--- src/rtl/pc_fetch_unit.sv ---
// pc_fetch_unit: architectural PC register plus req/ack instruction fetch into IR with misalignment/timeout fault.
module pc_fetch_unit #(
  parameter logic [31:0] RESET_PC = 32'h0000_0000,
  parameter int          TIMEOUT  = 16
) (
  input  logic        CLK,
  input  logic        Reset,
  input  logic        PCWre,
  input  logic [31:0] nextPC,
  input  logic        fetchStart,
  input  logic        flush,
  input  logic        imemAck,
  input  logic [31:0] imemRData,
  output logic [31:0] PC,
  output logic [31:0] PC4,
  output logic        imemReq,
  output logic [31:0] imemAddr,
  output logic [31:0] IR,
  output logic        irValid,
  output logic        busy,
  output logic        fault
);
  typedef enum logic [1:0] {IDLE, REQ, HOLD} state_t;
  state_t      r_state, w_next;
  logic [31:0] r_pc, r_ir;
  logic [7:0]  r_cnt;
  logic        r_req, r_irv, r_fault;
  logic        w_open, w_pc_ld, w_bad, w_start, w_ack, w_tout;
  always_comb begin
    w_open  = r_state != REQ;
    w_pc_ld = w_open && PCWre && nextPC[1:0] == 2'b00;
    w_bad   = w_open && PCWre && nextPC[1:0] != 2'b00;
    w_start = w_open && fetchStart && !PCWre && !flush;
    w_ack   = !w_open && !flush && imemAck;
    w_tout  = !w_open && !flush && !imemAck && r_cnt == 8'(TIMEOUT - 1);
    w_next  = !w_open ? ((flush || w_tout) ? IDLE : w_ack ? HOLD : REQ) :
              w_start ? REQ :
              (r_state == HOLD && flush) ? IDLE : r_state;
  end
  // irValid is exactly "in HOLD" and imemReq is exactly "in REQ", registered alongside the state
  always_ff @(posedge CLK or negedge Reset) begin
    if (!Reset) begin
      r_state <= IDLE;
      r_pc    <= RESET_PC;
      r_ir    <= 32'h0;
      r_cnt   <= 8'h0;
      r_req   <= 1'b0;
      r_irv   <= 1'b0;
      r_fault <= 1'b0;
    end else begin
      r_state <= w_next;
      r_req   <= w_next == REQ;
      r_irv   <= w_next == HOLD;
      r_cnt   <= w_open ? 8'h0 : r_cnt + 8'h1;
      r_fault <= r_fault || w_bad || w_tout;
      if (w_pc_ld) r_pc <= nextPC;
      if (w_ack) r_ir <= imemRData;
    end
  end
  assign PC       = r_pc;
  assign PC4      = r_pc + 32'd4;
  assign imemAddr = r_pc;
  assign imemReq  = r_req;
  assign IR       = r_ir;
  assign irValid  = r_irv;
  assign busy     = r_state == REQ;
  assign fault    = r_fault;
endmodule

--- config.mk ---
export PLATFORM = sky130hd
export DESIGN_NAME = pc_fetch_unit
export DESIGN_NICKNAME = d
export VERILOG_FILES = /design/src/rtl/pc_fetch_unit.sv
export SDC_FILE = /design/constraint.sdc
export NUM_CORES = 1
export LEC_CHECK = 0
export ABC_AREA = 1
export BUFFER_PORTS_ARGS = -buffer_cell sky130_fd_sc_hd__buf_2
export CAP_MARGIN = 10
export CORE_MARGIN = 2
export CORE_UTILIZATION = 35
export DETAILED_ROUTE_END_ITERATION = 8
export GPL_TIMING_DRIVEN = 0
export PLACE_DENSITY = 0.65
export SLEW_MARGIN = 10
export SYNTH_ARGS = -nofsm -noshare
export SYNTH_HDL_FRONTEND = slang
export SYNTH_SLANG_ARGS = --single-unit
--- constraint.sdc ---
create_clock -name CLK -period 1.1 [get_ports CLK]
set_clock_uncertainty 0.05 [all_clocks]
set_input_delay 0.055 -clock CLK [delete_from_list [all_inputs] [get_ports CLK]]
set_output_delay 0.055 -clock CLK [all_outputs]
set_load 0.03 [all_outputs]
==> flow_metrics.py, run 1 <==
metrics = {
    "detailed_routing": {
        "drc_errors": 0,
        "antenna_left": 0,
        "top_layer": "met4",
        "drt_iter0_markers": 259,
        "post_drt_via_cell_ratio": 5.02,
        "vias": 5506,
        "drt-pass1-iter-count": 5,
        "wl_met1_mm": 7.24,
        "wl_mm": 21.7,
        "met3WireLength_mm": 1.59,
        "route.met2.wl_mm": 11.5,
        "wire_per_inst_um": 19.8,
    },
    "global_route": {
        "grt_max_degree": 47,
        "grt_overflow_total": 0,
        "grt_pass1_vias": 5469,
        "grt_pass1_wl_mm": 27.6,
        "antenna_found_initial": 0,
        "grt_use_total": 0.271,
    },
    "worst_setup_path": {
        "timing.rr.start": "r_state[0]",
        "crit_chain": "ha_4 > inv_4 > nor2_4 > nand2_4 > nor2_4 > nand2_1 > nand2_1 > nand2_2 > buf_6",
        "crit_buf_inv": 2,
        "slowest_stage": "dfrtp_2",
        "startpoint": "PC[2]",
        "worstSetupPathType": "register to output port",
        "end_kind": "output port",
        "cp.required_ns": 1.00,
        "critical_path.max_stage_delay_ns": 0.45,
        "critPathLaunchType": "register",
        "crit_fanout": 5,
        "critPathArrivalTime_ns": 1.88,
        "crit_family": "simple AND/OR/NAND/NOR gates",
    },
    "floorplanning": {
        "dieHeight_um": 115,
        "start_util": 0.358,
        "die-area_mm2": 0.0132,
        "die_width_um": 115,
        "pin_count": 202,
        "core.rowCount": 40,
        "core_area_mm2": 0.0120,
    },
    "logic_synthesis": {
        "synth_seq_area_share": 0.448,
        "syn-num-nets": 631,
        "ys_ff_latch": 77,
        "postSynthAreaPerCell_um2": 7.70,
        "yosysWarningCount": 0,
        "synth_area_leader_cell": "dfrtp_1",
        "syn_inst": 559,
        "synth_edf_count": 0,
        "synth_cell_types": 24,
        "yosysTopAreaCellShare": 0.448,
        "synthFlopType": "dfrtp_1",
        "synth_area_leaders": "dfrtp_1 (45%), nand2_1 (13%), inv_1 (7.2%)",
        "syn_area_mm2": 0.00431,
        "async_flop_share": 1.00,
    },
    "final_layout": {
        "final_nets": 1016,
        "antenna_cells": 0,
        "layout-drive-gt1-share": 0.675,
        "area_delta_synth_final_pct": 130,
    },
    "timing": {
        "fmax_mhz": 503,
        "slew_headroom": 0.512,
        "fin_setup_tns_ns": -49.85,
        "setup_slack_ns": -0.887,
        "worst_pin_slew_ns": 0.729,
        "maxSlewViolCount": 0,
        "setup_viol": 167,
        "hold_violations": 0,
        "period_share": 1.81,
        "rsz0062_at_grt": "yes",
        "period_minus_slack_ns": 1.99,
    },
    "clock_network": {
        "clk_latency_ns": 0.35,
        "htree_num_levels": 3,
        "cts_root_buf": "clkbuf_16",
        "tritoncts": "yes",
        "cts_buffers": 9,
        "clock_sinks": 77,
        "clockBufferDepth": 2,
        "clkTransAtPathRegs_ns": 0.07,
    },
    "place": {
        "gp_congestion": 0.829,
        "dp_hpwl_mm": 9.70,
        "port-buffer-count": 201,
    },
    "job": {
        "drv_cap": 0,
    },
    "pwr": {
        "p_leak_nw": 4.86,
        "vdd_ir_drop_max_mv": 1.40,
        "total_power_mw": 17.4,
        "p_per_area_mw_per_mm2": 1760,
    },
    "outcome": {
        "failed_checks": "negative setup slack",
        "status": "finished, violations left",
    },
    "worst_hold_path": {
        "hp-start": "fetchStart",
        "hold_path_class": "input pin to register",
    },
}
[registers in the layout, summed over array words and instances, names as in the netlist]
register	cells
IR	32
PC	32
r_cnt	8
r_state	2
fault	1
imemReq	1
irValid	1
[path summary, 6_finish.rpt]
| kind | endpoint | slack [ns] | cells past startpoint |
|---|---|---|---|
| max | PC4[22] | -0.89 | 9 |
| min | r_state[0] | 0.04 | 3 |
| max reg2reg | PC[24] | -0.40 | 5 |
| min reg2reg | IR[31] | 0.45 | 2 |
| max in group asynchronous | r_state[0] | 0.25 | 3 |
| min in group asynchronous | PC[4] | 0.14 | 2 |
[report_power, final]
part	leakage [nW]	internal (mW)	switching (mW)	total [mW]
Clock	0.170	2.29	1.33	3.62
Combinational	3.75	4.33	5.11	9.44
Sequential	0.932	3.50	0.848	4.35
Total	4.86	10.1	7.29	17.4
[per-layer routing]
layer	vias to the layer above	GRT usage
met5	-	0
met4	0	0.124
met3	116	0.0743
met2	321	0.501
met1	2613	0.285
li1	2456	-
[synthesized netlist by cell type, types with 6 or more instances]
library cell and n:
nand3_1 16, xor2_1 9, a21oi_1 14, nand2_1 152, xnor2_1 6, dfrtp_1 77
nor3_1 6, nand2_2 6, nor2_1 66, o21ai_0 34, nand3b_1 6, o21ai_2 22
buf_6 6, inv_1 83, buf_4 34
[worst min-delay path, stage by stage]
cell and delay (ns):
buf_2 0.11, nand4_1 0.14, nand3_2 0.09
[placed cells by master (no fill, tap or decap), drive strengths merged]
cell type / synthesis / routed
clkbuf: 3 / 18
dfrtp: 77 / 77
nand3b: 6 / 6
nor3: 6 / 6
clkinv: 0 / 2
nand4: 1 / 1
nand2: 159 / 159
xor2: 9 / 9
ha: 2 / 2
o21ai: 56 / 56
buf: 44 / 348
a21oi: 14 / 14
inv: 84 / 84
dlygate4sd3: 0 / 64
bufinv: 0 / 3
xnor2: 6 / 6
nand3: 19 / 21
nor2: 73 / 73
[final cells by class]
| class | count | area (um^2) |
|---|---|---|
| timing repair buffer | 373 | 3440 |
| multi-input combinational | 353 | 3070 |
| fill | 595 | 2090 |
| sequential | 77 | 1960 |
| buffer | 46 | 574 |
| inverter | 84 | 330 |
| clock buffer | 11 | 243 |
| tap | 147 | 184 |
| clock inverter | 5 | 108 |
[repair_timing]
item	in CTS	in global routing
setup buffers	65	44
hold buffers	64	0
gates resized for setup	379	203
gates cloned	12	0
pin swaps	46	42
endpoints found under the hold margin	94	0
endpoints found under the setup margin	162	180
[stage by stage]
step                      std cells   util  hold slack, ns  area, um^2  setup WS (ns)
after floorplan                 559      -          -0.291        4900         -0.419
after global placement          907  0.507           0.244        6090         -0.771
after detailed placement        908  0.510         -0.0125        6120         -0.554
after CTS                      1065  0.751         0.00620        9020         -0.768
after global routing           1096  0.826          0.0661        9920         -0.929
final                          1096  0.826          0.0414        9920         -0.887
[kinds of logic (layout without fill, tap and decap cells)]
| kind of cell | count (synthesis) | after routing | synth area share |
|---|---|---|---|
| AOI/OAI and AO/OA | 70 | 70 | 0.101 |
| buffers and inverters | 131 | 519 | 0.156 |
| adders and majority gates | 2 | 2 | 0.00581 |
| DFF | 77 | 77 | 0.448 |
| and+or+nand+nor | 264 | 266 | 0.260 |
| xor gates and xnor gates | 15 | 15 | 0.0305 |
No activity file was read; power rests on OpenSTA's default activity.
==> run 2: changes to the inputs <==
CORE_UTILIZATION = 43   (was 35)
PLACE_DENSITY = 0.78   (was 0.65)
clock period = 1.6 ns   (was 1.1 ns; I/O delays follow)
==> flow_metrics.py, run 2 (synthesis gave the netlist of run 1 again) <==
metrics = {
    "clock_network": {
        "htree_num_levels": 3,
        "cts_root_buf": "clkbuf_8",
        "clockBufferDepth": 2,
        "tritoncts": "yes",
        "clk_latency_ns": 0.35,
        "cts_buffers": 9,
        "clkTransAtPathRegs_ns": 0.08,
        "clock_sinks": 77,
    },
    "final_layout": {
        "regArea_mm2": 0.00196,
        "final_util": 0.781,
        "final_common_cell": "buf_2",
        "antenna_cells": 0,
        "final_nets": 957,
        "layout-drive-gt1-share": 0.535,
        "multi_input_area_mm2": 0.00233,
        "mostFrequentLayoutCells": "buf_2 (176), nand2_1 (110), inv_1 (79), buf_4 (78), dlygate4sd3_1 (64)",
        "final_cells": 1023,
        "fillerInstances": 616,
        "area_delta_synth_final_pct": 76.5,
    },
    "floorplanning": {
        "core_area_mm2": 0.00973,
        "die-area_mm2": 0.0108,
        "pin_count": 202,
        "core.rowCount": 36,
        "die_width_um": 104,
        "dieHeight_um": 104,
        "start_util": 0.443,
    },
    "worst_hold_path": {
        "hold_path_class": "input pin to register",
        "whs_path_depth": 4,
    },
    "pwr": {
        "pwr-share-clk": 0.181,
        "p_leak_nw": 4.07,
        "power_frac_seq": 0.305,
        "switchingPower_mw": 4.25,
        "p_per_area_mw_per_mm2": 1230,
        "vdd_ir_drop_max_mv": 0.835,
        "swShare": 0.455,
        "comb_power_share": 0.514,
        "intPower_mw": 5.09,
    },
    "detailed_routing": {
        "drt-pass1-iter-count": 5,
        "vias": 5004,
        "drt_iter0_markers": 207,
        "wire_per_inst_um": 15.7,
        "antenna_left": 0,
        "post_drt_via_cell_ratio": 4.89,
        "wl_mm": 16.1,
        "drc_errors": 0,
    },
    "worst_setup_path": {
        "crit_chain": "buf_6 > inv_6 > nor2_4 > nand2_4 > buf_4 > inv_2 > nand2_1 > nand2_1 > nand2_1 > buf_6",
        "slowest_stage": "dfrtp_2",
        "crit_cells": 10,
        "worstSetupPathType": "register to output port",
        "reg2regPathDepth": 8,
        "crit_top_cell": "nand2_1",
        "critPathArrivalTime_ns": 1.73,
        "critPathLaunchType": "register",
        "crit_family": "buffers and inverters",
        "crit_buf_inv": 5,
        "critical_path.max_stage_delay_ns": 0.40,
        "end_kind": "output port",
        "crit_fanout": 4,
        "cp.required_ns": 1.47,
    },
    "place": {
        "dp_hpwl_mm": 9.51,
        "port-buffer-count": 201,
        "place_inst": 894,
        "gp_congestion": 0.853,
    },
    "outcome": {
        "failed_checks": "negative setup slack",
        "status": "finished, violations left",
    },
    "global_route": {
        "grt_use_total": 0.269,
        "grt_overflow_total": 0,
        "grt_pass1_vias": 4830,
        "grt_pass1_wl_mm": 23.4,
        "antenna_found_initial": 0,
        "grt_max_degree": 45,
    },
    "timing": {
        "slew_headroom": 0.681,
        "period_minus_slack_ns": 1.86,
        "maxSlewViolCount": 0,
        "worst_pin_slew_ns": 0.479,
        "setup_viol": 26,
        "hold_violations": 0,
        "fmax_mhz": 537,
        "period_share": 1.16,
        "rsz0062_at_grt": "yes",
        "setup_slack_ns": -0.261,
    },
    "job": {
        "drv_cap": 0,
    },
}
-- run 2: per-stage QoR --
stage | total power [mW] | instance area, um^2 | hold WS [ns] | worst slack, ns | setup TNS, ns
3_3_place_gp | 6.47 | 5610 | 0.276 | -0.275 | -12.37
2_1_floorplan | 5.38 | 4430 | -0.266 | -0.0378 | -0.0799
5_1_grt | 9.75 | 7600 | 0.0263 | -0.357 | -6.91
4_1_cts | 8.92 | 7150 | 0.0150 | -0.254 | -4.45
6_report | 9.34 | 7600 | 0.0295 | -0.261 | -4.81
3_5_place_dp | 6.55 | 5630 | 0.0113 | -0.117 | -0.649
-- run 2: per-layer routing --
metal  track usage  part of all wire  up-vias
met4        0.0840             0.028        0
li1              -                 -     2314
met3        0.0558             0.062       44
met5             0                 0        -
met1         0.310              0.38     2388
met2         0.498              0.53      258
-- run 2: timing repair --
action | 4_1_cts | 5_1_grt
hold endpoints to repair | 96 | 0
pin swaps | 34 | 39
gates resized for setup | 125 | 96
buffers inserted | 38 | 11
setup endpoints to repair | 26 | 37
hold buffers | 64 | 0
-- run 2: layout make-up --
cell class | count | area share
Tap cell | 133 | 0.0219
Inverter | 84 | 0.0431
Multi-Input combinational cell | 351 | 0.307
Buffer | 47 | 0.0469
Sequential cell | 77 | 0.258
Clock inverter | 7 | 0.0130
Timing Repair Buffer | 315 | 0.294
Clock buffer | 9 | 0.0163
-- run 2: power groups by stage --
stage / clock [mW] / combinational [mW] / sequential, mW
global route: 1.80 / 5.05 / 2.90
finish: 1.69 / 4.80 / 2.85
floorplan: 0 / 1.71 / 3.67
global placement: 0 / 3.58 / 2.89
detailed placement: 0 / 3.64 / 2.90
CTS: 1.70 / 4.46 / 2.76
-- run 2: path summary, 6_finish.rpt --
path,start,to,slack (ns)
max in group asynchronous,Reset,PC[7],0.70
min in group asynchronous,Reset,PC[21],0.17
setup / recovery,PC[2],PC4[25],-0.26
setup reg to reg,r_state[1],IR[0],0.16
hold / removal,flush,r_state[0],0.03
hold reg to reg,r_cnt[0],r_cnt[0],0.42
-- run 2: worst min-delay path: stages --
cell and delay [ns]:
buf_2 0.10, nor3_1 0.06, nand2_1 0.05, nand3_1 0.09
